**config.mk**
```make
export PLATFORM = sky130hd
export DESIGN_NAME = pc_fetch_unit
export DESIGN_NICKNAME = d
export VERILOG_FILES = /design/src/rtl/pc_fetch_unit.sv
export SDC_FILE = /design/constraint.sdc
export NUM_CORES = 1
export LEC_CHECK = 0
export ABC_AREA = 1
export BUFFER_PORTS_ARGS = -buffer_cell sky130_fd_sc_hd__buf_2
export CORE_MARGIN = 5
export CORE_UTILIZATION = 43
export DETAILED_ROUTE_END_ITERATION = 16
export GPL_TIMING_DRIVEN = 0
export PLACE_DENSITY = 0.79
export REMOVE_ABC_BUFFERS = 1
export SLEW_MARGIN = 25
export SYNTH_ARGS = -nofsm -noshare
export SYNTH_HDL_FRONTEND = slang
export SYNTH_SLANG_ARGS = --single-unit
```
**constraint.sdc**
```tcl
create_clock -name Clk -period 1.6 [get_ports Clk]
set_input_delay 0.08 -clock Clk [delete_from_list [all_inputs] [get_ports Clk]]
set_output_delay 0.08 -clock Clk [all_outputs]
set_load 0.02 [all_outputs]
```
**src/rtl/pc_fetch_unit.sv**
```systemverilog
// PC register and IDLE/RUN/DONE fetch sequencer; optional taken-branch counter under BRANCH_COUNT_EN.
// Next-PC latency one cycle, LUT pointer combinational; no backpressure, one instruction per RUN cycle.
module pc_fetch_unit #(
  parameter int              PC_W     = 10,
  parameter int              LUT_AW   = 5,
  parameter logic [PC_W-1:0] START_PC = '0
) (
  input  logic              Clk,
  input  logic              Reset,
  input  logic              Start,
  input  logic              Halt,
  input  logic              BranchEn,
  input  logic              BranchCond,
  input  logic [LUT_AW-1:0] BranchPtr,
  output logic [LUT_AW-1:0] LutAddr,
  input  logic [PC_W-1:0]   Target,
  output logic [PC_W-1:0]   PC,
  output logic              Running,
  output logic              Done,
  output logic [15:0]       TakenCount
);

  typedef enum logic [1:0] {
    IDLE = 2'd0,
    RUN  = 2'd1,
    DONE = 2'd2
  } state_t;

  state_t          state_q, state_d;
  logic [PC_W-1:0] pc_q, pc_d;

  always_ff @(posedge Clk) begin
    if (Reset) begin
      state_q <= IDLE;
      pc_q    <= START_PC;
    end else begin
      state_q <= state_d;
      pc_q    <= pc_d;
    end
  end

  // Halt outranks a branch in the same instruction; increment wraps silently.
  always_comb begin
    state_d = state_q;
    pc_d    = pc_q;
    case (state_q)
      IDLE, DONE: begin
        if (Start) begin
          state_d = RUN;
          pc_d    = START_PC;
        end
      end
      RUN: begin
        if (Halt) begin
          state_d = DONE;
        end else if (BranchEn && BranchCond) begin
          pc_d = Target;
        end else begin
          pc_d = pc_q + {{(PC_W-1){1'b0}}, 1'b1};
        end
      end
      default: begin
        state_d = IDLE;
        pc_d    = START_PC;
      end
    endcase
  end

  assign LutAddr = BranchPtr;
  assign PC      = pc_q;
  assign Running = (state_q == RUN);
  assign Done    = (state_q == DONE);

`ifdef BRANCH_COUNT_EN
  logic [15:0] taken_cnt_q;
  logic        branch_taken;
  logic        run_restart;

  assign branch_taken = (state_q == RUN) && !Halt && BranchEn && BranchCond;
  assign run_restart  = (state_q != RUN) && Start;

  // Saturating so a long-running loop never reports a small wrapped count.
  always_ff @(posedge Clk) begin
    if (Reset || run_restart) begin
      taken_cnt_q <= 16'h0000;
    end else if (branch_taken && (taken_cnt_q != 16'hFFFF)) begin
      taken_cnt_q <= taken_cnt_q + 16'h0001;
    end
  end

  assign TakenCount = taken_cnt_q;
`else
  assign TakenCount = 16'h0000;
`endif

endmodule
```
* Yosys cells after proc, flatten, opt, wreduce, memory -nomap -nowiden
Index checks and enable logic that the tools add are counted.
Storage, ports and cells: register bits after elaboration 12, bits in latches 0, RAM bits 0, ROM bits 0, input port bits 21, output and inout port bits 33, logic and storage cells 20, memories 0
Cells by class: $add $sub $neg 1, multipliers 0, divide/modulo/power cells 0, order comparisons 0, equal/unequal tests 5, shifts and indexed selects 0, muxes and demuxes 7, bitwise gates (word level) 0, reduce and logical (&&, ||, !) cells 5
Operator list (number):
- $mux 10 | 3
- $pmux 10 s2 | 1
- $add 10x1->10 const B | 1
- $ne 2x2->1 const B | 3
- $mux 2 | 2
- $pmux 2 s2 | 1
- $reduce_and 2->1 | 2
- $eq 2x1->1 const B | 1
- $eq 2x2->1 const B | 1
- $logic_not 2->1 | 1
- $reduce_or 2->1 | 1
- $logic_and 1x1->1 | 1

* Logic depth before layout (Yosys ltp)
depth in word-level cells 4, gate-level depth with buffers 8, gate-level depth less buffers 8

* Least setup slack after synthesis
OpenSTA, ideal clock, no wires.
kind register to register, from reg pc_q[0] (netlist: PC[0]), to reg pc_q[8] (netlist: PC[8]), library setup time 0.132 ns, arrival 1.219 ns, path slack 0.249 ns, stages on the path, launching flop included 9, path buffers 0, cells stage by stage dfxtp_1 > ha_1 > nand2_1 > nor2_1 > nand3_1 > nand2_1 > nand3_1 > nand2_1 > a21oi_1
Between the ends: cells in the longest elaborated chain, start to end 4
RTL lines:
- from (decl) | RTL line 30 | logic [PC_W-1:0] pc_q, pc_d;
- from (signal assigned) | RTL line 38 | pc_q <= pc_d;
- $add 10x1->10 | RTL line 59 | pc_d = pc_q + {{(PC_W-1){1'b0}}, 1'b1};
- $mux 10 | RTL line 56 | end else if (BranchEn && BranchCond) begin
- $mux 10 | RTL line 54 | if (Halt) begin
- $pmux 10 s2 | RTL line 46 | case (state_q)
Every way passes these cells. The select of a mux whose other input is x is not followed. A chain may end at the register's enable or synchronous reset.

* Final worst setup path
Same ends and word-level chain as after synthesis.

==> summary.md <==
| Metric | Value |
|---|---|
| Final slew viol count | 0 |
| Layout area overhead | 7.133% |
| Largest net degree at the start of global routing | 19 |
| Critical path endpoint category | flip-flop |
| Fillers | 211 |
| Initial antenna violation count | 0 |
| Overall via count from detail_route | a little under 900 |
| Final Critical Period | 1.340 ns |
| H-tree depth | 1 |
| Sequential fraction of the synthesis area | 26.34% |
| Post-detail-place hpwl | roughly 1.5 mm |
| Clock skew | roughly 0.0074 ns |
| Setup Fix Bufs, Post-CTS | 0 |
| Total Wirelength | ~2.0 mm |
| Place WS | 0.2788 ns |
| Final Cycle Share | 83.78% |
| Logic pwr share | 20.4% |
| Final worst slack | about 0.26 ns |
| Resized cells post-CTS | 0 |
| Most common library cells after synthesis | 30 x nand2_1, 21 x buf_4, 20 x nor2_1, 15 x inv_1 |
| Vias per cell | around 4.7 |
| Sink Count | 12 |
| Hold crit path type | in -> reg |
| Vert. Die Dim | approximately 56 µm |
| Dominant cells by area after synthesis | dfxtp_1 26%, buf_4 17%, nand2_1 12% |
| Skew-Pair Late Insertion Delay | ~0.28 ns |
| Pwr dens | around 640 nW/µm² |
| Switch Pwr | between 0.2 and 0.25 mW |
| NumNets Final | about 190 |
| Crit start category | flip-flop |
| # IOs | between 50 and 60 |
| Critical path fanouts, max | 5 |
| First-pass GRT wire length | 3.353 mm |
| Clock power frac | 29.7% |
| Main synth FF type | dfxtp_1 |
| Final hold violation count | 0 |
| Clk buf depth | 2 |
| Cells after synthesis | 144 |
| Fmax | 0.7460 GHz |
| Die X | around 56 µm |
| Tightest Pin Transition | a little under 0.6 ns |
| Power share of the sequential group | 49.9% |
| Ys async rst share | 0% |
| Clock-pin slew on the worst setup and hold paths | 0.08 ns |
| Ys Warns | 0 |
| Max_cap viols | 0 |
| Hold Buf Count CTS | 0 |
| IR drop worst, VDD | 0.6451 mV |
| Number of buffers added on ports | 27 |
| Initial Util | 46.02% |
| TNS Setup | 0 ns |
| FF+latch count, synth | 12 |
| Mapped Area | between 900 and 1000 µm² |
| Root Buffer | clkbuf_4 |
| Largest area contributor in the netlist | dfxtp_1 |
| Antenna-violating nets left | 0 |
| Routability cong. | between 0.8 and 0.9 |
| Vias in the first global route | 758 |
| GRT Total Usage | 13.30% |
| Core ar. | roughly 2000 µm² |
| WL per Instance | between 10 and 15 µm |
| WS Path Type | reg -> reg |
| Top cell type's share of synthesized area | between 20% and 30% |
| Unrepaired setup endpoints after global routing | false |
| Cell variety after synth | 23 |
| Critical Path RT | 1.77 ns |
| Ant diodes | 0 |
| DR DRC count | 0 |
| CTS Buf Count | 3 |
| Post-synth EDFFs | 0 |
| Top-count cell post-synth | nand2_1 |
| Pint | between 0.4 and 0.5 mW |
| Initial drt markers | 23 |
| Setup violations, final | 0 |
| Die area | 3142 µm² |
| CP arrival | about 1.5 ns |
| Leakage power | a little over 0.5 nW |
| DRT Pass-1 Iters | 4 |
| Slew margin rel. | 60.81% |
| Number of core rows | 16 |
| Syn_area_per_cell | 6.334 µm² |
| Sw frac | a little under a third |
| CTS tree | done |
| Total gr overflow | 0 |
| Outcome | completed |
| Share of cells above drive strength 1 | between 20 and 25% |
[final cells by class]
class                      instances  area, µm²  share of cell area (%)
multi-input combinational        106      485.5                   49.68
inverter                          16      60.06                   6.146
clock buffer                       3      22.52                   2.305
timing repair buffer              27      135.1                   13.83
tap                               27      33.78                   3.457
sequential                        12      240.2                   24.58
[logic make-up (layout without fill, tap and decap cells)]
family / after synthesis / in the layout / share of synthesized area, %
compound gates: 21 / 21 / 12.62
xor+xnor: 2 / 2 / 1.921
fa+ha+maj: 1 / 1 / 1.372
buf+inv: 41 / 46 / 26.61
flops: 12 / 12 / 26.34
other cells: 1 / 16 / 0.4111
simple gates: 66 / 66 / 30.73
[power groups by stage]
stage | Sequential, mW | Combinational [mW] | Clock [mW]
3_5_place_dp | 0.321 | 0.127 | 0
2_1_floorplan | 0.325 | 0.0811 | 0
3_3_place_gp | 0.320 | 0.126 | 0
4_1_cts | 0.314 | 0.128 | 0.194
5_1_grt | 0.316 | 0.141 | 0.209
6_report | 0.314 | 0.128 | 0.187
[registers in the layout, summed over array words and instances (netlist names)]
register / cells
state_q: 2
PC: 10
[path summary, 6_finish.rpt]
path / start / to / slack, ns / cells past startpoint
setup / recovery: PC[0] / PC[8] / 0.26 / 8
hold / removal: Start / state_q[0] / 0.08 / 3
setup reg to reg: PC[0] / PC[8] / 0.26 / 8
hold reg to reg: PC[9] / PC[9] / 0.51 / 2
[metal layers]
layer	share of wire, %	GRT usage (%)	vias up
met3	9.9	5.568	4
li1	-	-	457
met1	40	15.17	395
met2	48	21.87	38
met4	1.7	5.085	0
met5	0	0	-
[worst max-delay path, cell delays in order (launching register included)]
cell and delay [ns]:
dfxtp_1 0.40, ha_1 0.19, nand2_1 0.08, nor2_1 0.20
nand3_1 0.10, nand2_1 0.07, nand3_1 0.06, nand2_1 0.08
a21oi_1 0.05
[per-stage QoR]
step | hold WS, ns | util [%] | std cells | area [µm²] | total power, mW
2_1_floorplan | 0.1491 | - | 134 | 785.8 | 0.4064
3_3_place_gp | 0.1602 | 48.17 | 188 | 954.7 | 0.4462
3_5_place_dp | 0.1602 | 48.17 | 188 | 954.7 | 0.4484
4_1_cts | 0.07004 | 49.31 | 191 | 977.2 | 0.6359
5_1_grt | 0.07594 | 49.31 | 191 | 977.2 | 0.6667
6_report | 0.07528 | 49.31 | 191 | 977.2 | 0.6292
[cells in the final DEF, fill, tap and decap left out]
master and instances:
o21ai_0 6, nand2_1 30, ha_1 1, nand3_1 10, inv_1 15, clkbuf_4 3, nor2_1 20, conb_1 16
nor2_4 1, o21ai_2 1, nand4_1 2, inv_2 1, nand2_2 2, xor2_1 2, a211oi_1 1, a21oi_1 12
dfxtp_1 12, o2111ai_1 1, buf_2 27, nor2_2 1
Note: power is estimated with default switching activity, not from simulation.
